[src/rtl/host_config_loader_pkg.sv]
// Shared types and defaults for the host configuration loader.
// Frames are assembled word-serially in a shadow register, then committed atomically.
package host_config_loader_pkg;

  localparam int unsigned HCfgWDefault = 256;

  localparam int unsigned DataWDefault = 32;

  typedef enum logic [0:0] {
    StFill = 1'b0,
    StPend = 1'b1
  } state_e;

  function automatic int unsigned num_words(int unsigned cfg_w, int unsigned data_w);
    return (cfg_w + data_w - 1) / data_w;
  endfunction

  // Index width for n slots; one bit minimum, so single-word frames still get a port.
  function automatic int unsigned idx_width(int unsigned n);
    return (n > 1) ? $clog2(n) : 1;
  endfunction

endpackage

[src/rtl/host_config_loader_if.sv]
// Host stream, array handshake and configuration outputs of the loader.
interface host_config_loader_if
  import host_config_loader_pkg::*;
#(
  parameter int unsigned H_C_W  = HCfgWDefault,
  parameter int unsigned DATA_W = DataWDefault
);
  localparam int unsigned NUM_WORDS = num_words(H_C_W, DATA_W);
  localparam int unsigned IDX_W     = idx_width(NUM_WORDS);

  logic              host_valid;
  logic [DATA_W-1:0] host_data;
  logic              host_ready;
  logic              host_abort;
  logic              array_busy;
  logic [H_C_W-1:0]  Host_Config;
  logic              cfg_update;
  logic [IDX_W-1:0]  fill_idx;
  logic [15:0]       cfg_count;

  modport master (
    output host_valid, host_data, host_abort, array_busy,
    input  host_ready, Host_Config, cfg_update, fill_idx, cfg_count
  );

  modport slave (
    input  host_valid, host_data, host_abort, array_busy,
    output host_ready, Host_Config, cfg_update, fill_idx, cfg_count
  );

endinterface

[src/rtl/host_config_loader_cfg_shadow_reg.sv]
// Shadow register written one word slot at a time; bits of the last slot
// beyond the configuration width are dropped.
module cfg_shadow_reg #(
  parameter int unsigned H_C_W     = 80,
  parameter int unsigned DATA_W    = 32,
  parameter int unsigned NUM_WORDS = 3,
  parameter int unsigned IDX_W     = 2
) (
  input  logic              clk,
  input  logic              rst,
  input  logic              we,
  input  logic [IDX_W-1:0]  idx,
  input  logic [DATA_W-1:0] wdata,
  output logic [H_C_W-1:0]  shadow
);
  localparam int unsigned WideW = NUM_WORDS * DATA_W;

  logic [H_C_W-1:0] shadow_q, shadow_d;
  logic [WideW-1:0] wide;

  // Write into a slot-aligned view, then keep only the configuration bits.
  always_comb begin
    wide = '0;
    wide[H_C_W-1:0] = shadow_q;
    if (we) begin
      wide[int'(idx) * DATA_W +: DATA_W] = wdata;
    end
    shadow_d = wide[H_C_W-1:0];
  end

  always_ff @(posedge clk) begin
    if (rst) begin
      shadow_q <= '0;
    end else begin
      shadow_q <= shadow_d;
    end
  end

  assign shadow = shadow_q;

endmodule

[src/rtl/host_config_loader.sv]
// Word-serial configuration loader: fills a shadow frame, then commits it to
// Host_Config in one cycle once the array is idle.
module host_config_loader
  import host_config_loader_pkg::*;
#(
  parameter int unsigned H_C_W  = HCfgWDefault,
  parameter int unsigned DATA_W = DataWDefault,
  localparam int unsigned NUM_WORDS = num_words(H_C_W, DATA_W),
  localparam int unsigned IDX_W     = idx_width(NUM_WORDS)
) (
  input logic clk,
  input logic rst,
  host_config_loader_if.slave bus
);
  localparam logic [IDX_W-1:0] LastIdx = IDX_W'(NUM_WORDS - 1);

  state_e           state_q, state_d;
  logic [IDX_W-1:0] fill_idx_q, fill_idx_d;
  logic [H_C_W-1:0] cfg_q;
  logic [H_C_W-1:0] shadow;
  logic [15:0]      cfg_count_q;
  logic             cfg_update_q;
  logic             ready;
  logic             xfer;
  logic             commit;

  assign ready = (state_q == StFill) && !bus.host_abort && !rst;
  assign xfer  = bus.host_valid && ready;

  cfg_shadow_reg #(
    .H_C_W    (H_C_W),
    .DATA_W   (DATA_W),
    .NUM_WORDS(NUM_WORDS),
    .IDX_W    (IDX_W)
  ) u_shadow (
    .clk   (clk),
    .rst   (rst),
    .we    (xfer),
    .idx   (fill_idx_q),
    .wdata (bus.host_data),
    .shadow(shadow)
  );

  always_comb begin
    state_d    = state_q;
    fill_idx_d = fill_idx_q;
    commit     = 1'b0;
    unique case (state_q)
      StFill: begin
        if (bus.host_abort) begin
          fill_idx_d = '0;
        end else if (xfer) begin
          if (fill_idx_q == LastIdx) begin
            fill_idx_d = '0;
            state_d    = StPend;
          end else begin
            fill_idx_d = fill_idx_q + 1'b1;
          end
        end
      end
      StPend: begin
        // Abort wins over a commit that would otherwise happen this cycle.
        if (bus.host_abort) begin
          state_d = StFill;
        end else if (!bus.array_busy) begin
          commit  = 1'b1;
          state_d = StFill;
        end
      end
    endcase
  end

  always_ff @(posedge clk) begin
    if (rst) begin
      state_q      <= StFill;
      fill_idx_q   <= '0;
      cfg_q        <= '0;
      cfg_update_q <= 1'b0;
      cfg_count_q  <= '0;
    end else begin
      state_q      <= state_d;
      fill_idx_q   <= fill_idx_d;
      cfg_update_q <= commit;
      if (commit) begin
        cfg_q       <= shadow;
        cfg_count_q <= cfg_count_q + 16'd1;
      end
    end
  end

  assign bus.host_ready  = ready;
  assign bus.Host_Config = cfg_q;
  assign bus.cfg_update  = cfg_update_q;
  assign bus.fill_idx    = fill_idx_q;
  assign bus.cfg_count   = cfg_count_q;

endmodule

[src/flat_wrapper.sv]
// flat-port wrapper written by rule: the top's interface ports become plain ports
module host_config_loader_flat import host_config_loader_pkg::*;
#(
  parameter int unsigned H_C_W  = HCfgWDefault,
  parameter int unsigned DATA_W = DataWDefault,
  localparam int unsigned NUM_WORDS = num_words(H_C_W, DATA_W),
  localparam int unsigned IDX_W     = idx_width(NUM_WORDS)
)
  (clk, rst, bus_host_valid, bus_host_data, bus_host_abort, bus_array_busy, bus_host_ready, bus_Host_Config, bus_cfg_update, bus_fill_idx, bus_cfg_count);
  host_config_loader_if #(.H_C_W(H_C_W), .DATA_W(DATA_W)) bus_i ();
  input logic clk;
  input logic rst;
  input wire logic [$bits(bus_i.host_valid)-1:0] bus_host_valid;
  input wire logic [$bits(bus_i.host_data)-1:0] bus_host_data;
  input wire logic [$bits(bus_i.host_abort)-1:0] bus_host_abort;
  input wire logic [$bits(bus_i.array_busy)-1:0] bus_array_busy;
  output wire logic [$bits(bus_i.host_ready)-1:0] bus_host_ready;
  output wire logic [$bits(bus_i.Host_Config)-1:0] bus_Host_Config;
  output wire logic [$bits(bus_i.cfg_update)-1:0] bus_cfg_update;
  output wire logic [$bits(bus_i.fill_idx)-1:0] bus_fill_idx;
  output wire logic [$bits(bus_i.cfg_count)-1:0] bus_cfg_count;
  assign bus_i.host_valid = bus_host_valid;
  assign bus_i.host_data = bus_host_data;
  assign bus_i.host_abort = bus_host_abort;
  assign bus_i.array_busy = bus_array_busy;
  assign bus_host_ready = bus_i.host_ready;
  assign bus_Host_Config = bus_i.Host_Config;
  assign bus_cfg_update = bus_i.cfg_update;
  assign bus_fill_idx = bus_i.fill_idx;
  assign bus_cfg_count = bus_i.cfg_count;
  host_config_loader #(.H_C_W(H_C_W), .DATA_W(DATA_W)) u_core (.clk(clk), .rst(rst), .bus(bus_i));
endmodule
[config.mk]
export PLATFORM = sky130hd
export DESIGN_NAME = host_config_loader_flat
export DESIGN_NICKNAME = d
export VERILOG_FILES = /design/src/rtl/host_config_loader_pkg.sv /design/src/rtl/host_config_loader_if.sv /design/src/rtl/host_config_loader_cfg_shadow_reg.sv /design/src/rtl/host_config_loader.sv /design/src/flat_wrapper.sv
export SDC_FILE = /design/constraint.sdc
export NUM_CORES = 1
export LEC_CHECK = 0
export CORE_UTILIZATION = 50
export CTS_CLUSTER_SIZE = 24
export DETAILED_ROUTE_END_ITERATION = 10
export GPL_ROUTABILITY_DRIVEN = 0
export PLACE_DENSITY = 0.8
export SYNTH_ARGS = -nofsm -noshare
export SYNTH_HDL_FRONTEND = slang
export SYNTH_SLANG_ARGS = --single-unit
[constraint.sdc]
create_clock -name clk -period 3.25 [get_ports clk]
set_input_delay 0.65 -clock clk [delete_from_list [all_inputs] [get_ports clk]]
set_output_delay 0.65 -clock clk [all_outputs]
set_load 0.01 [all_outputs]
==> flow_metrics.env, run 1 <==
export IMPL_hold_buffers=0
export IMPL_fp_dieH_um=197.5
export IMPL_end_kind="flip-flop"
export IMPL_slowest_delay_ns=0.59
export IMPL_ys_top_cells_by_count="nand2_1, dfxtp_1, a21oi_1"
export IMPL_ctsLongestPathBuffers=3
export IMPL_regToRegSetupSlack_ns=0.32
export IMPL_hold_ws_ns=0.4278
export IMPL_rows=71
export IMPL_h_tree_depth=2
export IMPL_cts_buffers=53
export IMPL_root_buffer="clkbuf_16"
export IMPL_final_nets=2640
export IMPL_drv_slew=0
export IMPL_drcViolationCount=0
export IMPL_grt_pass1_wl_um=92240
export IMPL_placeableCoreArea_um2=37670
export IMPL_post_cts_buffers=0
export IMPL_synth_seq_area_share_pct=55.85
export IMPL_tightest_slew_ns=1.376
export IMPL_cts_sinks=533
export IMPL_drt_iter0_drc=1940
export IMPL_internal_power_uw=10460
export IMPL_yosys_area_top_type="dfxtp_1"
export IMPL_cts_resized=0
export IMPL_synth_nets=2455
export IMPL_crit_path_max_fanout=32
export IMPL_synthFlopType="dfxtp_1"
export IMPL_wl_per_cell_um=19.37
export IMPL_sw_frac_of_total_pct=21.56
export IMPL_switching_power_uw=2874
export IMPL_hold_class="primary input to flip-flop"
export IMPL_synth_edf_count=0
export IMPL_async_reset_ff_share_pct=0
export IMPL_vias_per_cell=5.586
export IMPL_cts_tree="done"
export IMPL_cpMostUsedCell="ha_1"
export IMPL_synth_top_area_share_pct=55.85
export IMPL_period_share_pct=90.30
export IMPL_crit_type="flip-flop to flip-flop"
export IMPL_io_pins=314
export IMPL_grt_pass1_vias=16390
export IMPL_cp_slowest_cell="ha_1"
export IMPL_syn_mean_instance_area_um2=7.927
export IMPL_clock_fmax_mhz=340.7
export IMPL_rsz0062_at_grt="false"
export IMPL_synthTopCellsByArea="dfxtp_1, nand2_1, a21oi_1"
export IMPL_clock_power_share_pct=47.9
export IMPL_dp_worst_setup_slack_ns=0.2805
export IMPL_initial_utilization_pct=50.72
export IMPL_cp_top_family="adder cells"
export IMPL_ir_worst_vdd_mv=0.3930
export IMPL_synth_area_um2=19100
export IMPL_p_leak_uw=0.007788
export IMPL_p_seq_share_pct=49.2
export IMPL_synth_seq_cells=533
export IMPL_path_clk_slew_ns=0.06
export IMPL_grt_ovfl_total=0
export IMPL_p_comb_share_pct=3.0
export IMPL_vias=17580
export IMPL_fin_ws_ns=0.3152
export IMPL_portBuffers=313
export IMPL_insertion_delay_ns=0.60
export IMPL_path_cells="inv_1 > ha_1 > ha_1 > o31a_1 > and3_1 > buf_4 > nand3_1 > a21oi_1"
export IMPL_slew_limit_headroom_pct=8.243
export IMPL_p_per_area_nw_per_um2=547.7
export IMPL_cp_data_required_time_ns=3.75
export IMPL_wl_um=60970
export IMPL_firstDrtPassIters=6
export IMPL_dieArea_um2=38990
export IMPL_dp_cells=3051
export IMPL_syn_inst=2410
export IMPL_synth_distinct_cells=37
export IMPL_antenna_found_initial=0
export IMPL_track_usage_pct=30.84
export IMPL_cp_arrival_ns=3.43
export IMPL_drive_above_1_share_pct=5.501
export IMPL_synthMostInstantiatedCell="nand2_1"
export IMPL_grt_start_max_net_pins=262
export IMPL_path_buf_inv=2
export IMPL_finalClockSkew_ns=0.01064
export IMPL_setup_tns_ns=0
export IMPL_ys_warn_count=0
export IMPL_n_antenna_cell=0
export IMPL_hpwl_um=36200
export IMPL_setup_viol=0
export IMPL_worst_setup_path_start_kind="flip-flop"
export IMPL_max_cap_violations=0
export IMPL_instances_no_fill=3147
export IMPL_hold_viol=0
export IMPL_syn_to_final_growth_pct=27.38
export IMPL_die_w_um=197.5
export IMPL_post_route_min_period_ns=2.935
export IMPL_ant_nets=0
export IMPL_status="completed"
-- power by group through the flow --
stage	Combinational, uW	Sequential, uW	Clock [uW]
2_1_floorplan	183	6700	0
3_3_place_gp	383	6700	0
3_5_place_dp	385	6700	0
4_1_cts	386	6550	6450
5_1_grt	405	6550	6710
6_report	398	6550	6380
-- metrics by stage --
stage          utilization [%]  power (uW)  instance area (um2)
4_1_cts                  64.61       13380                24330
3_5_place_dp             59.72        7083                22490
3_3_place_gp             59.72        7080                22490
5_1_grt                  64.61       13660                24330
6_report                 64.61       13330                24330
2_1_floorplan                -        6879                19100
-- cell families after synthesis --
group / Yosys count / synth area share [%]
simple gates: 1099 / 24.51
flops: 533 / 55.85
mux: 3 / 0.1768
buf+inv: 232 / 4.702
fa+ha+maj: 8 / 0.5240
compound gates: 527 / 13.87
xor+xnor: 8 / 0.3668
-- final timing paths --
path                                                                 end                                     from  cells after the start
worst max-delay path            u_core.u_shadow.shadow[104]$_SDFFE_PP0P_      u_core.bus.fill_idx[0]$_SDFFE_PP0P_                      8
worst min-delay path                u_core.bus.cfg_count[9]$_SDFFE_PP0P_                                      rst                      2
worst max register to register  u_core.u_shadow.shadow[104]$_SDFFE_PP0P_      u_core.bus.fill_idx[0]$_SDFFE_PP0P_                      8
worst min register to register   u_core.bus.Host_Config[23]$_SDFFE_PP0P_  u_core.u_shadow.shadow[23]$_SDFFE_PP0P_                      2
-- per-layer routing --
layer	GRT usage [%]	vias up	routed length, um
met4	18.75	0	3610
met2	48.60	850	27640
met1	39.11	8255	24430
met3	5.925	187	5286
li1	-	8288	-
met5	0	-	0
-- cell type report --
type	count	area, um2
flip-flops and latches	533	10670
well taps	511	639.4
inverters	6	22.52
clock inverters	19	231.5
fillers	3150	13330
multi-input cells	1645	7576
clock buffers	77	1609
repair buffers	356	3586
-- layout by cell type (no fill, tap or decap), drive strengths merged --
cell and count:
nor3 6, and4b 3, nor3b 3, inv 7
nor2b 4, a21oi 477, o21ai 46, o31a 1
nand4 6, xnor2 6, o21bai 1, mux2 3
nor4b 3, a22oi 1, nand3 188, dfxtp 533
clkdlybuf4s50 312, or3 5, a32oi 1, clkbuf 77
nor4 2, ha 8, clkinv 13, nor4bb 1
nand3b 42, or3b 1, buf 44, nand2 805
bufinv 5, and3b 1, and3 5, xor2 2
or4 1, nand4b 4, nor2 19
-- sequential cells by signal, summed over array words and instances (netlist names) --
signal	cells
u_core.bus.Host_Config	256
u_core.bus.cfg_count	16
u_core.bus.cfg_update	1
u_core.bus.fill_idx	3
u_core.state_q	1
u_core.u_shadow.shadow	256
No activity file was read; power rests on OpenSTA's default activity.
==> inputs of run 2 (changes only) <==
Settings changed: CORE_UTILIZATION 50 to 53, PLACE_DENSITY 0.8 to 0.83.
==> run 2 against run 1 <==
  * Utilization increased by 3.7 points
  * Clock-buffer cell count is 2 higher
  * Register-to-register slack gained 0.12 ns
  * Setup slack gained 0.12 ns
  * Clock skew is 0.0013 ns higher
  * Die area fell by 5.6%
  * Maximum frequency up 4.4%
  * Clock power is 5.3% lower
  * Critical endpoint is now u_core.u_shadow.shadow[110]$_SDFFE_PP0P_
  * Largest power group unchanged
==> flow_metrics.env, run 2 (same netlist as run 1, synthesis figures left out) <==
export IMPL_internal_power_uw=10230
export IMPL_multiInputGateArea_um2=7576
export IMPL_hold_class="flip-flop to flip-flop"
export IMPL_grt_ovfl_total=0
export IMPL_ant_nets=0
export IMPL_worst_setup_path_start_kind="flip-flop"
export IMPL_die_w_um=191.9
export IMPL_grt_start_max_net_pins=223
export IMPL_cts_sinks=533
export IMPL_track_usage_pct=31.99
export IMPL_period_share_pct=86.52
export IMPL_crit_path_max_fanout=32
export IMPL_drt_iter0_drc=2071
export IMPL_cts_tree="done"
export IMPL_cp_data_required_time_ns=3.73
export IMPL_path_cells="inv_1 > ha_1 > ha_1 > o31a_1 > and3_1 > buf_12 > nand3_1 > a21oi_1"
export IMPL_vias=17700
export IMPL_crit_type="flip-flop to flip-flop"
export IMPL_switching_power_uw=2756
export IMPL_cpMostUsedCell="ha_1"
export IMPL_drive_above_1_share_pct=5.245
export IMPL_initial_utilization_pct=53.84
export IMPL_cp_arrival_ns=3.29
export IMPL_n_antenna_cell=0
export IMPL_layout_commonest_cell="nand2_1"
export IMPL_p_comb_share_pct=3.0
export IMPL_post_cts_buffers=0
export IMPL_dieArea_um2=36810
export IMPL_tightest_slew_ns=1.135
export IMPL_fillers=2732
export IMPL_fin_util_pct=68.34
export IMPL_drv_slew=0
export IMPL_ctsLongestPathBuffers=3
export IMPL_grt_pass1_vias=16200
export IMPL_cts_resized=0
export IMPL_fp_dieH_um=191.9
export IMPL_slew_limit_headroom_pct=24.07
export IMPL_clock_fmax_mhz=355.6
export IMPL_rows=69
export IMPL_finalClockSkew_ns=0.01196
export IMPL_p_per_area_nw_per_um2=535.4
export IMPL_final_cell_mix="nand2_1, dfxtp_1, a21oi_1"
export IMPL_cp_slowest_cell="ha_1"
export IMPL_clock_power_share_pct=46.6
export IMPL_hpwl_um=36130
export IMPL_wl_um=60000
export IMPL_sw_frac_of_total_pct=21.23
export IMPL_portBuffers=313
export IMPL_vias_per_cell=5.725
export IMPL_drcViolationCount=0
export IMPL_io_pins=314
export IMPL_wl_per_cell_um=19.41
export IMPL_hold_ws_ns=0.4462
export IMPL_rsz0062_at_grt="false"
export IMPL_insertion_delay_ns=0.56
export IMPL_slowest_delay_ns=0.57
export IMPL_p_seq_share_pct=50.5
export IMPL_path_clk_slew_ns=0.06
export IMPL_hold_viol=0
export IMPL_hold_buffers=0
export IMPL_setup_tns_ns=0
export IMPL_cts_buffers=51
export IMPL_final_nets=2637
export IMPL_syn_to_final_growth_pct=26.93
export IMPL_root_buffer="clkbuf_16"
export IMPL_p_leak_uw=0.007756
export IMPL_setup_viol=0
export IMPL_grt_pass1_wl_um=90190
export IMPL_end_kind="flip-flop"
export IMPL_status="completed"
export IMPL_firstDrtPassIters=6
export IMPL_max_cap_violations=0
export IMPL_area_sequential_um2=10670
export IMPL_ir_worst_vdd_mv=0.4694
export IMPL_h_tree_depth=2
export IMPL_post_route_min_period_ns=2.812
export IMPL_placeableCoreArea_um2=35480
export IMPL_antenna_found_initial=2
[run 2: critical path: cells and delay by family, from the launching register on]
kind / cells / cell delay [ns]
flops: 1 / 0.54
compound gates: 2 / 0.61
buf+inv: 2 / 0.37
simple gates: 2 / 0.36
fa+ha+maj: 2 / 0.83
[run 2: stage by stage]
step | total power [uW] | cells | area [um2] | worst slack, ns
after global routing | 13330 | 3092 | 24250 | 0.1910
after global placement | 7069 | 3000 | 22510 | 0.4990
after detailed placement | 7073 | 3000 | 22510 | 0.4211
after CTS | 13030 | 3092 | 24250 | 0.5096
after floorplan | 6879 | 2410 | 19100 | 0.9140
final | 12980 | 3092 | 24250 | 0.4382
[run 2: routing by layer]
layer / track usage, % / routed length, um / share of wire [%]
met5: 0 / 25 / 0.042
met4: 20.24 / 3950 / 6.6
met3: 5.865 / 5651 / 9.4
met2: 50.89 / 27460 / 46
met1: 39.99 / 22910 / 38
[run 2: cell type report]
cell class                 count  area share [%]
clock buffer                  79           6.573
clock inverter                13          0.5934
inverter                       6         0.09287
multi-input combinational   1645           31.24
sequential                   533           44.00
tap                          461           2.379
timing repair buffer         355           15.12
[run 2: final timing paths]
| kind | from | endpoint | slack [ns] | cells after the start |
|---|---|---|---|---|
| worst max register to register | u_core.bus.fill_idx[0]$_SDFFE_PP0P_ | u_core.u_shadow.shadow[110]$_SDFFE_PP0P_ | 0.44 | 8 |
| worst min-delay path | u_core.u_shadow.shadow[167]$_SDFFE_PP0P_ | u_core.bus.Host_Config[167]$_SDFFE_PP0P_ | 0.45 | 2 |
| worst max-delay path | u_core.bus.fill_idx[0]$_SDFFE_PP0P_ | u_core.u_shadow.shadow[110]$_SDFFE_PP0P_ | 0.44 | 8 |
| worst min register to register | u_core.u_shadow.shadow[167]$_SDFFE_PP0P_ | u_core.bus.Host_Config[167]$_SDFFE_PP0P_ | 0.45 | 2 |
[run 2: power by group through the flow]
stage / registers [uW] / logic (uW) / clock network (uW)
3_5_place_dp: 6700 / 375 / 0
6_report: 6550 / 387 / 6040
4_1_cts: 6550 / 377 / 6100
2_1_floorplan: 6700 / 183 / 0
3_3_place_gp: 6700 / 372 / 0
5_1_grt: 6550 / 394 / 6390
